**config.mk**
```make
export PLATFORM = sky130hd
export DESIGN_NAME = alu_upper_immediate_utype_flat
export DESIGN_NICKNAME = d
export VERILOG_FILES = /design/src/rtl/alu_upper_immediate_utype_if.sv /design/src/rtl/alu_upper_immediate_utype.sv /design/src/flat_wrapper.sv
export SDC_FILE = /design/constraint.sdc
export NUM_CORES = 1
export LEC_CHECK = 0
export ABC_CLOCK_PERIOD_IN_PS = 2260
export CORE_AREA = 2 2 117 119
export DETAILED_ROUTE_END_ITERATION = 6
export DIE_AREA = 0 0 119 121
export PLACE_DENSITY_LB_ADDON = 0.1
export SETUP_SLACK_MARGIN = 0.1
export SLEW_MARGIN = 20
export SYNTH_ARGS = -nofsm -noshare
export SYNTH_HDL_FRONTEND = slang
export SYNTH_SLANG_ARGS = --single-unit
```
**constraint.sdc**
```tcl
create_clock -name clock -period 2.26 [get_ports clock]
set_input_delay 0.339 -clock clock [delete_from_list [all_inputs] [get_ports clock]]
set_output_delay 0.339 -clock clock [all_outputs]
set_load 0.05 [all_outputs]
```
**src/rtl/alu_upper_immediate_utype_if.sv**
```systemverilog
// Handshake bundle for the U-type unit: decode-side op in, writeback-side result out.
// master = environment (decode + writeback), slave = execution unit.
interface alu_upper_immediate_utype_if #(
    parameter int XLEN      = 32,
    parameter int IMM_W     = 20,
    parameter int REG_IDX_W = 5
);
    logic                 in_valid;
    logic                 in_ready;
    logic                 is_auipc;
    logic [IMM_W-1:0]     immediate20_utype;
    logic [XLEN-1:0]      pc;
    logic [REG_IDX_W-1:0] rd_index;
    logic                 out_valid;
    logic                 out_ready;
    logic [XLEN-1:0]      rd_value;
    logic [REG_IDX_W-1:0] rd_index_out;
    logic                 rd_write;

    modport master (
        output in_valid,
        output is_auipc,
        output immediate20_utype,
        output pc,
        output rd_index,
        output out_ready,
        input  in_ready,
        input  out_valid,
        input  rd_value,
        input  rd_index_out,
        input  rd_write
    );

    modport slave (
        input  in_valid,
        input  is_auipc,
        input  immediate20_utype,
        input  pc,
        input  rd_index,
        input  out_ready,
        output in_ready,
        output out_valid,
        output rd_value,
        output rd_index_out,
        output rd_write
    );
endinterface

```
**src/rtl/alu_upper_immediate_utype.sv**
```systemverilog
// U-type execution unit (lui / auipc) with a 2-entry result buffer.
// Optional retire counters: define ALU_UPPER_IMMEDIATE_PERF_EN.
module alu_upper_immediate_utype #(
    parameter int XLEN      = 32,
    parameter int IMM_W     = 20,
    parameter int REG_IDX_W = 5
) (
    input  logic clock,
    input  logic reset,
    input  logic flush,
    alu_upper_immediate_utype_if.slave bus
`ifdef ALU_UPPER_IMMEDIATE_PERF_EN
    ,
    output logic [31:0] lui_retired,
    output logic [31:0] auipc_retired
`endif
);

    typedef struct packed {
        logic [XLEN-1:0]      value;
        logic [REG_IDX_W-1:0] idx;
        logic                 wr;
`ifdef ALU_UPPER_IMMEDIATE_PERF_EN
        logic                 auipc;
`endif
    } entry_t;

    logic [1:0] count_q, count_d;
    entry_t     head_q, head_d;
    entry_t     tail_q, tail_d;
    entry_t     new_entry;

    logic [IMM_W+11:0] upper_raw;
    logic [XLEN-1:0]   upper_val;
    logic [XLEN-1:0]   auipc_sum;
    logic              push;
    logic              pop;

`ifdef ALU_UPPER_IMMEDIATE_PERF_EN
    logic [31:0] lui_cnt_q, lui_cnt_d;
    logic [31:0] auipc_cnt_q, auipc_cnt_d;
`endif

    assign bus.in_ready  = (count_q != 2'd2);
    assign bus.out_valid = (count_q != 2'd0);

    assign push = bus.in_valid & bus.in_ready;
    assign pop  = bus.out_valid & bus.out_ready;

    // Build the result entry for the op currently offered by decode.
    always_comb begin
        upper_raw = {bus.immediate20_utype, 12'b0};
        upper_val = XLEN'($signed(upper_raw));
        auipc_sum = bus.pc + upper_val;
        new_entry = '0;
        new_entry.idx = bus.rd_index;
        new_entry.wr  = (bus.rd_index != '0);
        if (new_entry.wr) begin
            new_entry.value = bus.is_auipc ? auipc_sum : upper_val;
        end
`ifdef ALU_UPPER_IMMEDIATE_PERF_EN
        new_entry.auipc = bus.is_auipc;
`endif
    end

    // Buffer next state: flush wins, else push/pop shift the two slots.
    always_comb begin
        count_d = count_q;
        head_d  = head_q;
        tail_d  = tail_q;
        if (flush) begin
            count_d = 2'd0;
            head_d  = '0;
            tail_d  = '0;
        end else begin
            case ({push, pop})
                2'b10: begin
                    if (count_q == 2'd0) begin
                        head_d = new_entry;
                    end else begin
                        tail_d = new_entry;
                    end
                    count_d = count_q + 2'd1;
                end
                2'b01: begin
                    head_d  = (count_q == 2'd2) ? tail_q : '0;
                    tail_d  = '0;
                    count_d = count_q - 2'd1;
                end
                2'b11: begin
                    // only reachable with one entry held
                    head_d = new_entry;
                    tail_d = '0;
                end
                default: begin
                end
            endcase
        end
    end

`ifdef ALU_UPPER_IMMEDIATE_PERF_EN
    // Count retired ops by type on every non-flushed pop.
    always_comb begin
        lui_cnt_d   = lui_cnt_q;
        auipc_cnt_d = auipc_cnt_q;
        if (!flush && pop) begin
            if (head_q.auipc) begin
                auipc_cnt_d = auipc_cnt_q + 32'd1;
            end else begin
                lui_cnt_d = lui_cnt_q + 32'd1;
            end
        end
    end

    // Counter registers.
    always_ff @(posedge clock or posedge reset) begin
        if (reset) begin
            lui_cnt_q   <= '0;
            auipc_cnt_q <= '0;
        end else begin
            lui_cnt_q   <= lui_cnt_d;
            auipc_cnt_q <= auipc_cnt_d;
        end
    end

    assign lui_retired   = lui_cnt_q;
    assign auipc_retired = auipc_cnt_q;
`endif

    // Buffer registers; reset drops every entry immediately.
    always_ff @(posedge clock or posedge reset) begin
        if (reset) begin
            count_q <= 2'd0;
            head_q  <= '0;
            tail_q  <= '0;
        end else begin
            count_q <= count_d;
            head_q  <= head_d;
            tail_q  <= tail_d;
        end
    end

    assign bus.rd_value     = bus.out_valid ? head_q.value : '0;
    assign bus.rd_index_out = bus.out_valid ? head_q.idx : '0;
    assign bus.rd_write     = bus.out_valid & head_q.wr;

endmodule

```
**src/flat_wrapper.sv**
```systemverilog
// flat-port wrapper written by rule: the top's interface ports become plain ports
module alu_upper_immediate_utype_flat 
#(
    parameter int XLEN      = 32,
    parameter int IMM_W     = 20,
    parameter int REG_IDX_W = 5
)
  (clock, reset, flush, bus_in_valid, bus_is_auipc, bus_immediate20_utype, bus_pc, bus_rd_index, bus_out_ready, bus_in_ready, bus_out_valid, bus_rd_value, bus_rd_index_out, bus_rd_write);
  alu_upper_immediate_utype_if #(.XLEN(XLEN), .IMM_W(IMM_W), .REG_IDX_W(REG_IDX_W)) bus_i ();
  input  logic clock;
  input  logic reset;
  input  logic flush;
  input wire logic [$bits(bus_i.in_valid)-1:0] bus_in_valid;
  input wire logic [$bits(bus_i.is_auipc)-1:0] bus_is_auipc;
  input wire logic [$bits(bus_i.immediate20_utype)-1:0] bus_immediate20_utype;
  input wire logic [$bits(bus_i.pc)-1:0] bus_pc;
  input wire logic [$bits(bus_i.rd_index)-1:0] bus_rd_index;
  input wire logic [$bits(bus_i.out_ready)-1:0] bus_out_ready;
  output wire logic [$bits(bus_i.in_ready)-1:0] bus_in_ready;
  output wire logic [$bits(bus_i.out_valid)-1:0] bus_out_valid;
  output wire logic [$bits(bus_i.rd_value)-1:0] bus_rd_value;
  output wire logic [$bits(bus_i.rd_index_out)-1:0] bus_rd_index_out;
  output wire logic [$bits(bus_i.rd_write)-1:0] bus_rd_write;
  assign bus_i.in_valid = bus_in_valid;
  assign bus_i.is_auipc = bus_is_auipc;
  assign bus_i.immediate20_utype = bus_immediate20_utype;
  assign bus_i.pc = bus_pc;
  assign bus_i.rd_index = bus_rd_index;
  assign bus_i.out_ready = bus_out_ready;
  assign bus_in_ready = bus_i.in_ready;
  assign bus_out_valid = bus_i.out_valid;
  assign bus_rd_value = bus_i.rd_value;
  assign bus_rd_index_out = bus_i.rd_index_out;
  assign bus_rd_write = bus_i.rd_write;
  alu_upper_immediate_utype #(.XLEN(XLEN), .IMM_W(IMM_W), .REG_IDX_W(REG_IDX_W)) u_core (.clock(clock), .reset(reset), .flush(flush), .bus(bus_i));
endmodule
```
# Yosys cells after proc, flatten, opt, wreduce, memory -nomap -nowiden
# Cells that the tools add are included.
dict set report classes {
  bitwise_logic 3
  eq_ne 7
  n_mux 13
  add_sub_neg 3
  reduce_logical 9
}
# op n
set ops {}
lappend ops {{$mux W38} 5}
lappend ops {{$pmux W38 S3} 1}
lappend ops {{$mux W32} 3}
lappend ops {{$pmux W38 S2} 1}
lappend ops {{$add A32 B32 Y32} 1}
lappend ops {{$eq A2 B2 Y1 const B} 3}
lappend ops {{$reduce_bool A3 Y1} 2}
lappend ops {{$mux W5} 1}
lappend ops {{$reduce_bool A5 Y1} 1}
lappend ops {{$pmux W2 S2} 1}
lappend ops {{$reduce_and A2 Y1} 2}
lappend ops {{$reduce_bool A4 Y1} 1}
lappend ops {{$and A1 B1 Y1} 3}
lappend ops {{$ne A3 B2 Y1 const B} 1}
lappend ops {{$ne A3 B3 Y1 const B} 1}
lappend ops {{$add A2 B1 Y2 const B} 1}
lappend ops {{$eq A2 B1 Y1 const B} 1}
lappend ops {{$logic_not A2 Y1} 1}
lappend ops {{$mux W2} 1}
lappend ops {{$ne A2 B2 Y1 const B} 1}
lappend ops {{$reduce_bool A2 Y1} 1}
lappend ops {{$reduce_or A2 Y1} 1}
lappend ops {{$sub A2 B1 Y2 const B} 1}
dict set report word_totals {
  in_bits 63
  register_bits 78
  wordCells 42
}

# Longest topological paths before layout
# Gate-level depths: netlist of the first run.
dict set report logic_depth {
  ltp_word 6
  mapped_depth 13
  ltp_nobuf 11
}

# Worst setup path before layout of the first run
# No wires, ideal clock.
dict set report synth_path {
  kind {reg2reg}
  start {register u_core.count_q[0]}
  end {register u_core.head_q[29] (netlist bit)}
  t_arrival_ns 2.679
  setup_ns 0.083
  period_less_slack_ns 2.763
  stages_incl_launch_ff 13
  t_required_ns 2.177
  path_slack_ns -0.503
  n_path_buf 4
  path_cell_list {dfrtp_1 -> or2_1 -> buf_6 -> clkbuf_1 -> nand2_1 -> inv_1 -> ha_1 -> clkbuf_1 -> and2_1 -> nor3b_1 -> buf_2 -> a222oi_1 -> o21ai_0}
}
dict set report synth_between {
  elab_chain_cells 5
  elab_cells_between_ends 15
}
# item line
set synth_rtl {}
lappend synth_rtl {{from (decl)} alu_upper_immediate_utype.sv:28} ;# logic [1:0] count_q, count_d;
lappend synth_rtl {{from (signal assigned)} alu_upper_immediate_utype.sv:137} ;# count_q <= count_d;
lappend synth_rtl {{$reduce_bool A2 Y1 *} alu_upper_immediate_utype.sv:45} ;# assign bus.out_valid = (count_q != 2'd0);
lappend synth_rtl {{net bus_out_valid} flat_wrapper.sv:20} ;# output wire logic [$bits(bus_i.out_valid)-1:0] bus_out_valid;
lappend synth_rtl {{$and A1 B1 Y1 *} alu_upper_immediate_utype.sv:48} ;# assign pop = bus.out_valid & bus.out_ready;
lappend synth_rtl {{$eq A2 B2 Y1 / $eq A2 B1 Y1 (equally long branches)} alu_upper_immediate_utype.sv:76} ;# case ({push, pop})
lappend synth_rtl {{$pmux W38 S3 (tied with other cells)} alu_upper_immediate_utype.sv:76}
lappend synth_rtl {{$mux W38 / $reduce_and A2 Y1 (equally long branches)} --}
lappend synth_rtl {{to (signal assigned)} alu_upper_immediate_utype.sv:134} ;# head_q <= '0;
lappend synth_rtl {{to (signal assigned)} alu_upper_immediate_utype.sv:138} ;# head_q <= head_d;
lappend synth_rtl {{to (decl)} alu_upper_immediate_utype.sv:29} ;# entry_t head_q, head_d;
# The timed path passes the listed nets; every way through them passes the cells marked *.
# A chain may end at the register's enable or synchronous reset.

# Worst setup path in the final report of the first run
dict set report layout_path {
  start {register u_core.count_q[0]}
  end {register u_core.head_q[31] (netlist bit)}
}
dict set report layout_between {
  elab_chain_cells 5
  elab_cells_between_ends 15
}
# item line
set layout_rtl {}
lappend layout_rtl {{$ne A2 B2 Y1 / $reduce_bool A2 Y1 (equally long branches)} {alu_upper_immediate_utype.sv:44, alu_upper_immediate_utype.sv:45}}
lappend layout_rtl {{$and A1 B1 Y1 (on tied branches)} {alu_upper_immediate_utype.sv:47, alu_upper_immediate_utype.sv:48}}
lappend layout_rtl {{$eq A2 B2 Y1 / $eq A2 B1 Y1 (equally long branches)} alu_upper_immediate_utype.sv:76}
lappend layout_rtl {{$pmux W38 S3 (tied with other cells)} alu_upper_immediate_utype.sv:76}
lappend layout_rtl {{$mux W38 / $reduce_and A2 Y1 (equally long branches)} --}
# Several ways; a longest one is shown, not always the timed one.

==> results of run 1 <==
-- cell families after synthesis --
logic type	Yosys count
buf+inv	49
mux	9
xor+xnor	15
flops	78
compound gates	176
fa+ha+maj	23
simple gates	205
-- Yosys cell counts (9+ instances only) --
library cell and number:
a22oi_1 13, ha_1 22, clkbuf_1 23, o21ai_0 59, xnor2_1 9, a22o_1 22, nor2b_1 16, inv_1 11
nor2_1 29, nand2_1 82, and2_1 39, nand3_1 10, dfrtp_1 78, a21oi_1 30
-- critical path, delay by kind of cell, from the launching register on --
kind	cells	cell delay, ps
AND/OR/NAND/NOR	3	410
AO/OA/AOI/OAI	3	650
buffers and inverters	3	240
flip-flops	1	450
adder cells (fa/ha/maj)	1	250
-- power groups by stage --
stage | Sequential, mW | Clock [mW] | Combinational [mW]
2_1_floorplan | 1.82 | 0 | 2.09
3_3_place_gp | 1.87 | 0 | 3.38
3_5_place_dp | 1.88 | 0 | 3.42
4_1_cts | 1.86 | 1.33 | 3.53
5_1_grt | 1.90 | 1.40 | 3.96
6_report | 1.87 | 1.30 | 3.72
-- state kept, by name, summed over array words and instances (netlist names) --
| name | cells |
|---|---|
| u_core.head_q | 38 |
| u_core.tail_q | 38 |
| u_core.count_q | 2 |
-- path summary, 6_finish.rpt --
kind	start	end	slack [ps]	depth (start not counted)
max reg2reg	u_core.count_q[0]	u_core.head_q[31]	130	10
max in group asynchronous	reset	u_core.head_q[17]	1300	3
max	u_core.count_q[0]	u_core.head_q[31]	130	10
min reg2reg	u_core.tail_q[32]	u_core.tail_q[32]	470	1
min in group asynchronous	reset	u_core.head_q[12]	430	2
min	bus_immediate20_utype[0]	u_core.tail_q[18]	370	3
-- metal layers --
layer | share of wire | vias to the layer above
met1 | 0.45 | 2281
met5 | 0 | -
met4 | 0.017 | 0
met3 | 0.040 | 20
li1 | - | 2336
met2 | 0.49 | 129
-- per-stage QoR --
| step | cell area [sq um] | TNS [ps] | power (mW) | utilization |
|---|---|---|---|---|
| 2_1_floorplan | 5000 | -171 | 3.91 | - |
| 3_3_place_gp | 7130 | -10770 | 5.25 | 0.545 |
| 3_5_place_dp | 7130 | -13410 | 5.30 | 0.545 |
| 4_1_cts | 7640 | 0 | 6.72 | 0.584 |
| 5_1_grt | 7870 | -17.5 | 7.26 | 0.602 |
| 6_report | 7870 | 0 | 6.89 | 0.602 |
-- what timing repair did --
item                                    in CTS  in global routing
pin swaps                                   26                 27
endpoints found under the setup margin      52                 66
cloned                                       0                  1
setup buffers                               13                  7
gates resized for setup                     57                 43
-- area by class of cell --
| class | instances | area share |
|---|---|---|
| sequential | 78 | 0.248 |
| timing repair buffer | 213 | 0.295 |
| multi-input combinational | 428 | 0.388 |
| clock buffer | 12 | 0.0313 |
| inverter | 11 | 0.00636 |
| tap | 176 | 0.0280 |
| clock inverter | 3 | 0.00270 |
==> flow_summary.json, run 1 <==
{
  "synth_top_family_by_area": "compound AO/OA/AOI/OAI gates",
  "seq_area_frac_synth": 0.399,
  "cts_root_buffer": "clkbuf_16",
  "multiInputGateArea_sq_um": 3060,
  "layout_commonest_cell": "buf_4",
  "hold_ws_ps": 370,
  "cts_inserted_buffers": 9,
  "dp_cells": 885,
  "clkPwrFrac": 0.189,
  "finClkSkew_ps": 6.76,
  "cts_sinks": 78,
  "globalRouteOverflowTotal": 0,
  "run_status": "finished clean",
  "yosysTopAreaCell": "dfrtp_1",
  "clkSlewWorstSetupHoldPaths_ps": 60,
  "drc": 0,
  "synth_area_leaders": "dfrtp_1 40%, nand2_1 6.3%, o21ai_0 6.0%",
  "drtAntennaViolNets": 0,
  "fin_nets": 827,
  "cts_max_level": 3,
  "grt_max_degree": 42,
  "finalNonFillerCells": 921,
  "finalCriticalPeriod_ps": 2130,
  "syn_to_final_growth_pct": 60.8,
  "synthMuxAreaShare": 0.0189,
  "swShare": 0.393,
  "switchingPower_mw": 2.71,
  "synthCells": 555,
  "worst_slew_pin_slew_ps": 590,
  "setup_viol": 0,
  "wirelength_um": 14300,
  "fp.dieH_um": 121,
  "met1_usage": 0.251,
  "grt-busiest-layer": "met2",
  "required_ps": 2460,
  "cp-start-kind": "flip-flop",
  "hold_viol": 0,
  "synth_cell_type_count": 62,
  "p_leak_nw": 3.55,
  "cp-end-kind": "flip-flop",
  "yosys_warnings": 0,
  "hpwlAfterDp_um": 10700,
  "drv_cap": 0,
  "synth_edf_count": 0,
  "drtIter0Drc": 293,
  "core_area_sq_um": 13100,
  "first_pass_iters": 4,
  "post_synth.cell_area_avg_sq_um": 8.82,
  "ir_drop_mv": 0.440,
  "grt_use_met2": 0.354,
  "max_stage_delay_ps": 450,
  "grt_usage": 0.201,
  "syn-num-nets": 641,
  "synthAdderAreaFrac": 0.0603,
  "layout_setup_ws_ps": 132,
  "cpMaxStageDelayCell": "dfrtp_2",
  "sequentialPowerShare": 0.271,
  "seqCellArea_sq_um": 1950,
  "place_ws_ps": -651,
  "worstPathCellList": "or2_4 -> nand2_4 -> inv_4 -> ha_4 -> inv_2 -> o21ai_4 -> nor4_4 -> buf_4 -> a222oi_1 -> o21ai_1",
  "synth_compound_area_frac": 0.237,
  "path_class": "flip-flop to flip-flop",
  "async_reset_ff_frac": 1.00,
  "dieArea_sq_um": 14400,
  "synth_xor_area_frac": 0.0268,
  "io_buffer_count": 102,
  "max_slew_margin": 0.606,
  "num-fill-cells": 1100,
  "worst_ep_arrival_time_ps": 2330,
  "netlist.area_leader.share": 0.399,
  "yosys_register_bits": 78,
  "synthSimpleGateAreaFrac": 0.213,
  "cts_tree": "yes",
  "use_met3": 0.0357,
  "drv_slew": 0,
  "ctsHoldBuffers": 0,
  "combinationalPowerShare": 0.540,
  "wl_per_cell_um": 15.5,
  "final_layout_size_suffix_gt1_frac": 0.313,
  "power.internal_mw": 4.18,
  "clock.fmax_mhz": 470,
  "std_cell_rows": 42,
  "grt_pass1_vias": 4787,
  "antenna_found_initial": 0,
  "fin_crit_sh": 0.942,
  "initial_core_util": 0.374,
  "p_per_area_nw_per_um2": 875,
  "crit_fanout": 5,
  "ios": 103,
  "routed_via_density": 5.17,
  "hp-class": "input port to flip-flop",
  "synth-main-ff-cell": "dfrtp_1",
  "die_w_um": 119,
  "globalplace.congestion": 0.817,
  "layout_common_cells": "103 x buf_4, 78 x nand2_1, 77 x dfrtp_1, 52 x o21ai_0, 44 x buf_12",
  "diodes": 0,
  "synth_area_sq_um": 4900,
  "grt_pass1_wl_um": 23300,
  "rsz0062_at_grt": "true",
  "max-clock-path-buffers": 2,
  "clk_latency_ps": 330,
  "vias": 4766
}
(Power assumes the default switching activity.)
==> inputs of run 2 (changes only) <==
ABC_CLOCK_PERIOD_IN_PS = 1990   (was 2260)
CTS_CLUSTER_DIAMETER = 200   (was default)
clock period = 1.99 ns   (was 2.26 ns; I/O delays follow)
==> run 2 against run 1 <==
Net effect:
- the flow now finishes with violations (setup timing)
- clock-buffer cell count decreased by 1
- power increased by 21%
- maximum frequency grew 1.8%
- critical endpoint is now u_core.head_q[26]
==> flow_summary.json, run 2 (synthesized netlist as in run 1, its figures left out) <==
{
  "worst_ep_arrival_time_ps": 2290,
  "diodes": 0,
  "p_leak_nw": 3.77,
  "grt_pass1_wl_um": 24500,
  "worst_slew_pin_slew_ps": 417,
  "drtIter0Drc": 249,
  "core_area_sq_um": 13100,
  "clkPwrFrac": 0.182,
  "layout_commonest_cell": "buf_4",
  "finalCriticalPeriod_ps": 2090,
  "first_pass_iters": 5,
  "syn_to_final_growth_pct": 71.8,
  "routed_via_density": 5.17,
  "drv_slew": 0,
  "grt_usage": 0.212,
  "r2r-end": "u_core.head_q[26]",
  "cp-end-kind": "flip-flop",
  "grt_pass1_vias": 4976,
  "switchingPower_mw": 3.26,
  "globalRouteOverflowTotal": 0,
  "dp_cells": 900,
  "drv_cap": 0,
  "cts_inserted_buffers": 9,
  "fp.dieH_um": 121,
  "crit_fanout": 8,
  "hpwlAfterDp_um": 10700,
  "ir_drop_mv": 0.535,
  "die_w_um": 119,
  "violations": "setup timing",
  "cts_tree": "yes",
  "cts_max_level": 3,
  "finalNonFillerCells": 941,
  "dieArea_sq_um": 14400,
  "finClkSkew_ps": 3.62,
  "placed_area_sq_um": 7270,
  "wl_per_cell_um": 16.2,
  "fin_area_sq_um": 8410,
  "antenna_found_initial": 0,
  "max-clock-path-buffers": 2,
  "drtAntennaViolNets": 0,
  "cp-startpoint": "u_core.count_q[1]",
  "layout_setup_ws_ps": -101,
  "grt_max_degree": 79,
  "r2r-start": "u_core.count_q[1]",
  "hold_viol": 0,
  "setup_viol": 26,
  "max_slew_margin": 0.722,
  "p_per_area_nw_per_um2": 987,
  "swShare": 0.392,
  "ios": 103,
  "cp-start-kind": "flip-flop",
  "wirelength_um": 15200,
  "hp-class": "input port to flip-flop",
  "layout_common_cells": "103 x buf_4, 78 x dfrtp_1, 76 x nand2_1, 48 x buf_12, 38 x and2_1",
  "io_buffer_count": 102,
  "run_status": "finished with violations",
  "reg2reg_slack_ps": -100,
  "globalplace.congestion": 0.840,
  "std_cell_rows": 42,
  "hp-start": "bus_immediate20_utype[0]",
  "clkSlewWorstSetupHoldPaths_ps": 60,
  "reg_top3": "u_core.head_q (38), u_core.tail_q (38), u_core.count_q (2)",
  "ff2ff_path_depth": 10,
  "fin_crit_sh": 1.05,
  "clk_latency_ps": 330,
  "path_class": "flip-flop to flip-flop",
  "endpoint": "u_core.head_q[26]",
  "cts_root_buffer": "clkbuf_16",
  "vias": 4866,
  "initial_core_util": 0.374,
  "power.internal_mw": 5.05,
  "combinationalPowerShare": 0.564,
  "drc": 0,
  "sequentialPowerShare": 0.254,
  "cts_sinks": 78,
  "fin_nets": 846,
  "required_ps": 2190,
  "clock.fmax_mhz": 478,
  "rsz0062_at_grt": "true",
  "final_layout_size_suffix_gt1_frac": 0.391
}
run 2: area by class of cell:
type / instances / area [sq um]
Clock buffer: 11 / 243
Clock inverter: 5 / 33.8
Fill cell: 1022 / 4670
Inverter: 11 / 47.5
Multi-Input combinational cell: 428 / 3320
Sequential cell: 78 / 1950
Tap cell: 176 / 220
Timing Repair Buffer: 232 / 2600
run 2: critical path: stages (launching register included):
cell and delay (ps):
dfrtp_1 400, or2_4 280, nand2_4 70, inv_4 40, ha_4 250, inv_2 40, o21ai_4 240, nor3b_1 120
buf_4 190, a222oi_1 230, o21ai_1 120
run 2: worst min-delay path by stage:
stage | endpoint | slack (ps) | cells past startpoint
CTS | u_core.tail_q[18] | 320 | 3
finish | u_core.tail_q[18] | 330 | 3
detailed placement | u_core.tail_q[32] | 460 | 1
floorplan | u_core.tail_q[1] | 440 | 1
global route | u_core.tail_q[18] | 330 | 3
global placement | u_core.tail_q[32] | 450 | 1
run 2: repair_timing:
action	CTS	global route
cloned	2	1
hold buffers	0	0
resized for setup	110	112
setup endpoints to repair	114	108
pin swaps	44	68
setup buffers	15	8
run 2: power groups by stage:
| stage | logic, mW | clock network [mW] | registers (mW) |
|---|---|---|---|
| detailed placement | 4.03 | 0 | 2.13 |
| global placement | 3.98 | 0 | 2.12 |
| global route | 4.99 | 1.59 | 2.14 |
| CTS | 4.46 | 1.53 | 2.11 |
| floorplan | 2.35 | 0 | 2.06 |
| finish | 4.68 | 1.52 | 2.11 |
run 2: layer usage:
metal  track usage  part of all wire  vias to the layer above
li1              -                 -                     2370
met1         0.265              0.43                     2328
met2         0.378              0.51                      147
met3        0.0240             0.039                       21
met4        0.0781             0.018                        0
met5             0                 0                        -
run 2: stage by stage:
stage	setup WS (ps)	hold WS, ps	util	power, mW	setup TNS (ps)
6_report	-101	327	0.643	8.31	-1400
5_1_grt	-229	333	0.643	8.73	-4240
4_1_cts	-107	318	0.613	8.10	-2290
3_5_place_dp	-983	464	0.556	6.16	-25310
3_3_place_gp	-857	454	0.556	6.09	-22560
2_1_floorplan	-278	438	-	4.41	-13710
